### config.mk
export PLATFORM = sky130hd
export DESIGN_NAME = imgbuf_arbiter_flat
export DESIGN_NICKNAME = d
export VERILOG_FILES = /design/src/rtl/imgbuf_pkg.sv /design/src/rtl/imgbuf_arbiter_if.sv /design/src/rtl/imgbuf_tag_pipe.sv /design/src/rtl/imgbuf_arbiter.sv /design/src/flat_wrapper.sv
export SDC_FILE = /design/constraint.sdc
export NUM_CORES = 1
export LEC_CHECK = 0
export CORE_ASPECT_RATIO = 1.75
export CORE_MARGIN = 2
export CORE_UTILIZATION = 29
export CTS_CLUSTER_SIZE = 24
export DETAILED_ROUTE_END_ITERATION = 6
export GPL_TIMING_DRIVEN = 0
export HOLD_SLACK_MARGIN = 0.12
export PLACE_DENSITY = 0.81
export SLEW_MARGIN = 10
export SYNTH_ARGS = -nofsm -noshare
export SYNTH_HDL_FRONTEND = slang
export SYNTH_SLANG_ARGS = --single-unit
### constraint.sdc
create_clock -name clk -period 2.4 [get_ports clk]
set_input_delay 0.72 -clock clk [delete_from_list [all_inputs] [get_ports clk]]
set_output_delay 0.72 -clock clk [all_outputs]
set_load 0.05 [all_outputs]
### src/rtl/imgbuf_pkg.sv
// -----------------------------------------------------------------------------
// imgbuf_pkg
// Shared definitions for the 100x75 image buffer and its read-port arbiter:
// image geometry, buffer address/data widths and the read tag that travels
// alongside each outstanding buffer read.
// -----------------------------------------------------------------------------
package imgbuf_pkg;

    localparam int IMG_W   = 100;
    localparam int IMG_H   = 75;
    localparam int IMG_LEN = IMG_W * IMG_H;   // 7500 pixels
    localparam int AW      = 13;              // ceil(log2(7500))
    localparam int DW      = 8;

    // Requester indices.
    localparam logic IDX0 = 1'b0;
    localparam logic IDX1 = 1'b1;

    // One tag per buffer read: whether a read was issued and for whom.
    typedef struct packed {
        logic valid;
        logic idx;
    } tag_t;

    localparam tag_t TAG_IDLE = '{valid: 1'b0, idx: IDX0};

endpackage

### src/rtl/imgbuf_arbiter_if.sv
// -----------------------------------------------------------------------------
// imgbuf_arbiter_if
// Bundles the two requester ports, the buffer read port and the arbiter
// status into one interface.
//   slave  : arbiter view (takes requests and buffer data, drives grants,
//            buffer address/enable, returned data and owner)
//   master : environment view (requesters plus the buffer itself)
// Optional feature macro IMGBUF_ARB_STATS_EN adds stats_clr, gcnt0, gcnt1.
// -----------------------------------------------------------------------------
interface imgbuf_arbiter_if #(
    parameter int AW = imgbuf_pkg::AW,
    parameter int DW = imgbuf_pkg::DW
);
    // Requester 0 (downsampler address stream)
    logic          req0;
    logic          lock0;
    logic [AW-1:0] addr0;
    logic          gnt0;
    logic          rvalid0;
    // Requester 1 (display scan / debug dump)
    logic          req1;
    logic          lock1;
    logic [AW-1:0] addr1;
    logic          gnt1;
    logic          rvalid1;
    // Buffer read port
    logic          mem_en;
    logic [AW-1:0] mem_addr;
    logic [DW-1:0] mem_rdata;
    // Shared return data and arbiter state
    logic [DW-1:0] rdata;
    logic          owner;
`ifdef IMGBUF_ARB_STATS_EN
    logic          stats_clr;
    logic [15:0]   gcnt0;
    logic [15:0]   gcnt1;

    modport slave (
        input  req0, lock0, addr0, req1, lock1, addr1, mem_rdata, stats_clr,
        output gnt0, rvalid0, gnt1, rvalid1, mem_en, mem_addr, rdata, owner,
               gcnt0, gcnt1
    );
    modport master (
        output req0, lock0, addr0, req1, lock1, addr1, mem_rdata, stats_clr,
        input  gnt0, rvalid0, gnt1, rvalid1, mem_en, mem_addr, rdata, owner,
               gcnt0, gcnt1
    );
`else
    modport slave (
        input  req0, lock0, addr0, req1, lock1, addr1, mem_rdata,
        output gnt0, rvalid0, gnt1, rvalid1, mem_en, mem_addr, rdata, owner
    );
    modport master (
        output req0, lock0, addr0, req1, lock1, addr1, mem_rdata,
        input  gnt0, rvalid0, gnt1, rvalid1, mem_en, mem_addr, rdata, owner
    );
`endif
endinterface

### src/rtl/imgbuf_tag_pipe.sv
// -----------------------------------------------------------------------------
// imgbuf_tag_pipe
// DEPTH-stage shift register of read tags that mirrors the buffer read
// latency, so the tag leaving the last stage lines up with mem_rdata.
// Synchronous clear drops every in-flight tag.
// Ports:
//   clk      clock
//   rst      synchronous active-high clear of all stages
//   tag_in   tag of the read issued this cycle (valid=0 when idle)
//   tag_out  tag of the read whose data is on mem_rdata this cycle
// -----------------------------------------------------------------------------
module imgbuf_tag_pipe
    import imgbuf_pkg::*;
#(
    parameter int DEPTH = 1
) (
    input  logic clk,
    input  logic rst,
    input  tag_t tag_in,
    output tag_t tag_out
);

    tag_t [DEPTH-1:0] stage_reg;
    tag_t [DEPTH-1:0] stage_next;

    for (genvar gi = 0; gi < DEPTH; gi++) begin : g_stage
        if (gi == 0) begin : g_head
            assign stage_next[gi] = tag_in;
        end else begin : g_body
            assign stage_next[gi] = stage_reg[gi-1];
        end
    end

    always_ff @(posedge clk) begin
        if (rst) begin
            stage_reg <= {DEPTH{TAG_IDLE}};
        end else begin
            stage_reg <= stage_next;
        end
    end

    assign tag_out = stage_reg[DEPTH-1];

endmodule

### src/rtl/imgbuf_arbiter.sv
// -----------------------------------------------------------------------------
// imgbuf_arbiter
// Shares the single read port of the 7500x8 image buffer between two
// requesters. Round-robin between simultaneous requests, with an optional
// per-requester lock that lets the current owner keep the port for up to
// MAX_HOLD consecutive grants while the other side waits. Each grant issues
// one buffer read; the data comes back RD_LAT cycles later on the shared
// rdata bus with rvalid0/rvalid1 identifying the recipient.
// Ports:
//   clk   clock
//   rst   synchronous active-high reset
//   bus   imgbuf_arbiter_if.slave:
//         req/lock/addr/gnt/rvalid per requester, mem_en/mem_addr/mem_rdata
//         to the buffer, rdata (shared return data), owner (last granted).
// Optional feature macro IMGBUF_ARB_STATS_EN: per-requester 16-bit saturating
// grant counters gcnt0/gcnt1, cleared by rst or stats_clr.
// -----------------------------------------------------------------------------
module imgbuf_arbiter #(
    parameter int AW       = imgbuf_pkg::AW,
    parameter int DW       = imgbuf_pkg::DW,
    parameter int RD_LAT   = 1,          // 1..4
    parameter int MAX_HOLD = 16
) (
    input  logic            clk,
    input  logic            rst,
    imgbuf_arbiter_if.slave bus
);
    import imgbuf_pkg::*;

    localparam int             HW        = (MAX_HOLD > 2) ? $clog2(MAX_HOLD) : 1;
    localparam logic [HW-1:0]  HOLD_LAST = HW'(MAX_HOLD - 1);

    // ---------------------------------------------------------------- state
    logic          owner_reg;
    logic [HW-1:0] hold_cnt_reg;

    // ---------------------------------------------------------- arbitration
    logic          gnt_any;
    logic          gnt_idx;
    logic          owner_lock;
    logic [AW-1:0] mem_addr_w;

    always_comb begin
        owner_lock = owner_reg ? bus.lock1 : bus.lock0;
        gnt_any    = bus.req0 | bus.req1;
        gnt_idx    = IDX0;
        if (bus.req0 && bus.req1) begin
            // Contention: the owner keeps the port only while locked and
            // still inside its hold budget; otherwise the other side wins.
            if (owner_lock && (hold_cnt_reg < HOLD_LAST)) begin
                gnt_idx = owner_reg;
            end else begin
                gnt_idx = ~owner_reg;
            end
        end else begin
            gnt_idx = bus.req1;
        end
    end

    always_comb begin
        mem_addr_w = '0;
        if (gnt_any) begin
            mem_addr_w = gnt_idx ? bus.addr1 : bus.addr0;
        end
    end

    assign bus.gnt0     = gnt_any & ~gnt_idx;
    assign bus.gnt1     = gnt_any &  gnt_idx;
    assign bus.mem_en   = gnt_any;
    assign bus.mem_addr = mem_addr_w;
    assign bus.owner    = owner_reg;

    // owner starts at 1 so requester 0 wins the first contended cycle.
    always_ff @(posedge clk) begin
        if (rst) begin
            owner_reg    <= IDX1;
            hold_cnt_reg <= '0;
        end else if (gnt_any) begin
            owner_reg <= gnt_idx;
            if (gnt_idx != owner_reg) begin
                hold_cnt_reg <= '0;
            end else if (hold_cnt_reg != HOLD_LAST) begin
                hold_cnt_reg <= hold_cnt_reg + 1'b1;
            end
        end
    end

    // ------------------------------------------------------- return routing
    tag_t tag_in_w;
    tag_t tag_out_w;

    always_comb begin
        tag_in_w       = TAG_IDLE;
        tag_in_w.valid = gnt_any;
        tag_in_w.idx   = gnt_idx;
    end

    imgbuf_tag_pipe #(
        .DEPTH (RD_LAT)
    ) u_tag_pipe (
        .clk     (clk),
        .rst     (rst),
        .tag_in  (tag_in_w),
        .tag_out (tag_out_w)
    );

    // Buffer data is forwarded unregistered; only the tag is pipelined.
    logic [DW-1:0] rdata_w;
    assign rdata_w     = bus.mem_rdata;
    assign bus.rdata   = rdata_w;
    assign bus.rvalid0 = tag_out_w.valid & (tag_out_w.idx == IDX0);
    assign bus.rvalid1 = tag_out_w.valid & (tag_out_w.idx == IDX1);

`ifdef IMGBUF_ARB_STATS_EN
    // ------------------------------------------------------ grant counters
    logic [1:0]        gnt_vec;
    logic [1:0][15:0]  gcnt_w;

    assign gnt_vec = {bus.gnt1, bus.gnt0};

    for (genvar gi = 0; gi < 2; gi++) begin : g_stats
        logic [15:0] cnt_reg;

        always_ff @(posedge clk) begin
            if (rst || bus.stats_clr) begin
                cnt_reg <= '0;
            end else if (gnt_vec[gi] && (cnt_reg != 16'hFFFF)) begin
                cnt_reg <= cnt_reg + 16'd1;
            end
        end

        assign gcnt_w[gi] = cnt_reg;
    end

    assign bus.gcnt0 = gcnt_w[0];
    assign bus.gcnt1 = gcnt_w[1];
`endif

endmodule

### src/flat_wrapper.sv
// flat-port wrapper written by rule: the top's interface ports become plain ports
module imgbuf_arbiter_flat import imgbuf_pkg::*;
#(
    parameter int AW       = imgbuf_pkg::AW,
    parameter int DW       = imgbuf_pkg::DW,
    parameter int RD_LAT   = 1,                 
    parameter int MAX_HOLD = 16
)
  (clk, rst, bus_req0, bus_lock0, bus_addr0, bus_req1, bus_lock1, bus_addr1, bus_mem_rdata, bus_gnt0, bus_rvalid0, bus_gnt1, bus_rvalid1, bus_mem_en, bus_mem_addr, bus_rdata, bus_owner);
  imgbuf_arbiter_if #(.AW(AW), .DW(DW)) bus_i ();
  input  logic clk;
  input  logic rst;
  input wire logic [$bits(bus_i.req0)-1:0] bus_req0;
  input wire logic [$bits(bus_i.lock0)-1:0] bus_lock0;
  input wire logic [$bits(bus_i.addr0)-1:0] bus_addr0;
  input wire logic [$bits(bus_i.req1)-1:0] bus_req1;
  input wire logic [$bits(bus_i.lock1)-1:0] bus_lock1;
  input wire logic [$bits(bus_i.addr1)-1:0] bus_addr1;
  input wire logic [$bits(bus_i.mem_rdata)-1:0] bus_mem_rdata;
  output wire logic [$bits(bus_i.gnt0)-1:0] bus_gnt0;
  output wire logic [$bits(bus_i.rvalid0)-1:0] bus_rvalid0;
  output wire logic [$bits(bus_i.gnt1)-1:0] bus_gnt1;
  output wire logic [$bits(bus_i.rvalid1)-1:0] bus_rvalid1;
  output wire logic [$bits(bus_i.mem_en)-1:0] bus_mem_en;
  output wire logic [$bits(bus_i.mem_addr)-1:0] bus_mem_addr;
  output wire logic [$bits(bus_i.rdata)-1:0] bus_rdata;
  output wire logic [$bits(bus_i.owner)-1:0] bus_owner;
  assign bus_i.req0 = bus_req0;
  assign bus_i.lock0 = bus_lock0;
  assign bus_i.addr0 = bus_addr0;
  assign bus_i.req1 = bus_req1;
  assign bus_i.lock1 = bus_lock1;
  assign bus_i.addr1 = bus_addr1;
  assign bus_i.mem_rdata = bus_mem_rdata;
  assign bus_gnt0 = bus_i.gnt0;
  assign bus_rvalid0 = bus_i.rvalid0;
  assign bus_gnt1 = bus_i.gnt1;
  assign bus_rvalid1 = bus_i.rvalid1;
  assign bus_mem_en = bus_i.mem_en;
  assign bus_mem_addr = bus_i.mem_addr;
  assign bus_rdata = bus_i.rdata;
  assign bus_owner = bus_i.owner;
  imgbuf_arbiter #(.AW(AW), .DW(DW), .RD_LAT(RD_LAT), .MAX_HOLD(MAX_HOLD)) u_core (.clk(clk), .rst(rst), .bus(bus_i));
endmodule
==> flow_summary.json <==
{
  "hold_path_class": "register to register",
  "async_reset_ff_share_pct": 0,
  "gr-total-overflow": 0,
  "slew_violations": 0,
  "cp_top_family": "buffers and inverters",
  "cts_tree": "built",
  "period_share_pct": 107.0,
  "cp_cell_sequence": "buf_6 > nand2_4 > nor3_4 > a311oi_4 > buf_6 > buf_8 > buf_12 > o21ai_4 > buf_6",
  "drv_cap": 0,
  "pwr-share-clk_pct": 21.9,
  "grt_usage_pct": 19.82,
  "critPathMaxStageDelay_ps": 190,
  "syn_area_um2": 676.9,
  "die-height_um": 67.91,
  "critical_path.max_fanout": 8,
  "rsz0062_at_grt": "yes",
  "internal_power_uw": 434.1,
  "ios": 67,
  "grt_pass1_vias": 1021,
  "largest_reg_flops": 4,
  "synth_simple_gate_area_share_pct": 34.01,
  "hold_viol": 0,
  "grt_pass1_wl_mm": 3.898,
  "gp_congestion": 0.6394,
  "end_kind": "output pin",
  "clock_path_buffers": 2,
  "nets": 215,
  "swShare_pct": 41.19,
  "power_frac_comb_pct": 60.5,
  "synth.distinct_cells": 31,
  "violations": "setup timing",
  "yosys_warnings": 0,
  "port_buffers": 58,
  "synth_mux_area_share_pct": 0,
  "skew_ps": 7.315,
  "cts_sinks": 7,
  "antenna_found_initial": 0,
  "viasPerCell": 5.152,
  "syn_to_final_growth_pct": 149.9,
  "worstMarginPinSlew_ps": 495.9,
  "wl_per_cell_um": 14.15,
  "final_common_cell": "clkdlybuf4s50_1",
  "die_w_um": 40.52,
  "grt_max_degree": 11,
  "vias": 1020,
  "crit_required_ps": 1680,
  "initial_core_util_pct": 30.16,
  "pre_cts_ws_ps": -1306,
  "slew_headroom_pct": 66.84,
  "dr.pass1.iters": 4,
  "rows": 23,
  "n_antenna_cell": 0,
  "tns_ps": -1992,
  "dieArea_mm2": 0.002752,
  "synthFlopType": "dfxtp_1",
  "p_leak_uw": 0.0007069,
  "yosysSeqAreaShare_pct": 20.70,
  "path_common_cell": "buf_6",
  "synth_area_leader_cell": "dfxtp_1",
  "startpoint_type": "input port",
  "ir_drop_v": 0.0003518,
  "synth_fa_ha_area_share_pct": 1.848,
  "final_cell_mix": "clkdlybuf4s50_1, nand2_1, buf_4, buf_6, nand2_2",
  "cts-root-buf": "clkbuf_8",
  "drt_iter0_drc": 9,
  "synth_top_family_by_area": "simple AND/OR/NAND/NOR gates",
  "drtAntennaViolNets": 0,
  "ys_seq_elements": 7,
  "synth_cells": 97,
  "setup_viol": 15,
  "cp.arrival_ps": 1850,
  "critPathSlowestCell": "nor3_4",
  "status": "finished with violations",
  "clkTransAtPathRegs_ps": 40,
  "htree_levels": 1,
  "core_mm2": 0.002245,
  "synth-compound-area-share_pct": 26.80,
  "synth.avg_cell_area_um2": 6.978,
  "seq_power_share_pct": 17.6,
  "clkLatencyLatePin_ps": 230,
  "path_class": "input port to output pin",
  "synth-xor-area-share_pct": 0,
  "synth_edf_count": 0,
  "fin_ws_ps": -168.4,
  "synth_top_area_share_pct": 20.70,
  "path_buf_inv": 5,
  "wl_mm": 2.801,
  "syn_nets": 138,
  "cts_inserted_buffers": 3,
  "fmax_mhz": 389.3,
  "drc": 0,
  "hpwl_mm": 2.040,
  "layout_min_cycle_time_ps": 2568,
  "p_switching_uw": 304.0,
  "power_density_mw_per_mm2": 436.4,
  "synth_area_leaders": "dfxtp_1, nand2_1, buf_4",
  "final_layout_size_suffix_gt1_share_pct": 51.45
}
## metrics by stage
stage          std cells  hold slack (ps)  total power, µW  area (µm²)  util, %
6_report             198            570.4            738.2        1692    75.36
5_1_grt              198            604.9            772.4        1692    75.36
4_1_cts              193            588.5            716.1        1588    70.74
3_5_place_dp         180            502.0            516.7        1401    62.43
3_3_place_gp         180            473.7            509.3        1401    62.43
2_1_floorplan         97            455.8            377.6       789.5        -
## tightest hold or removal path: cells and delay by family, from the launching register on
kind               cells  cell delay, ps
DFF                    1             350
and+or+nand+nor        1              80
AOI/OAI and AO/OA      1              80
## synth_stat cells, types with 2 or more instances
cell      count
o21ai_0      10
dfxtp_1       7
o21ai_1       3
nand2_1      32
a21oi_1       3
buf_6         3
nand3_1       2
nand3b_1      3
nor2_1        4
buf_4         9
## layer usage
layer	vias to the layer above	part of all wire (%)	track usage (%)
li1	486	-	-
met1	473	29	14.14
met2	57	55	40.48
met3	4	15	5.519
met4	0	1.2	10.00
met5	-	0	0
## area by class of cell
class	instances	area (µm²)
Timing Repair Buffer	72	726.9
Multi-Input combinational cell	75	613.1
Fill cell	152	553.0
Sequential cell	7	150.1
Buffer	13	116.4
Clock buffer	3	41.29
Tap cell	25	31.28
Inverter	2	7.507
Clock inverter	1	5.005
## power groups by stage
stage                     registers, µW  clock network (µW)  logic, µW
after global placement              131                   0        379
after CTS                           129                 164        423
final                               130                 162        447
after floorplan                     135                   0        243
after global routing                130                 174        468
after detailed placement            132                   0        385
## final timing paths
path	start	end	slack [ps]	depth (start not counted)
max	bus_req0	bus_mem_addr[7]	-170	9
min	u_core.hold_cnt_reg[2]$_SDFFE_PP0P_	u_core.hold_cnt_reg[2]$_SDFFE_PP0P_	570	2
max reg2reg	u_core.hold_cnt_reg[0]$_SDFFE_PP0P_	u_core.hold_cnt_reg[3]$_SDFFE_PP0P_	650	7
min reg2reg	u_core.hold_cnt_reg[2]$_SDFFE_PP0P_	u_core.hold_cnt_reg[2]$_SDFFE_PP0P_	570	2
## cells by family after synthesis
| kind of cell | after synthesis |
|---|---|
| buffers and inverters | 15 |
| AOI/OAI and AO/OA | 25 |
| adders and majority gates | 1 |
| DFF | 7 |
| and+or+nand+nor | 49 |
## timing repair
action,in CTS,in global routing
hold buffers,0,0
pin swaps,10,3
gates cloned,1,0
resized for setup,144,22
setup buffers,8,5
setup endpoints to repair,16,15
(Power assumes the default switching activity.)
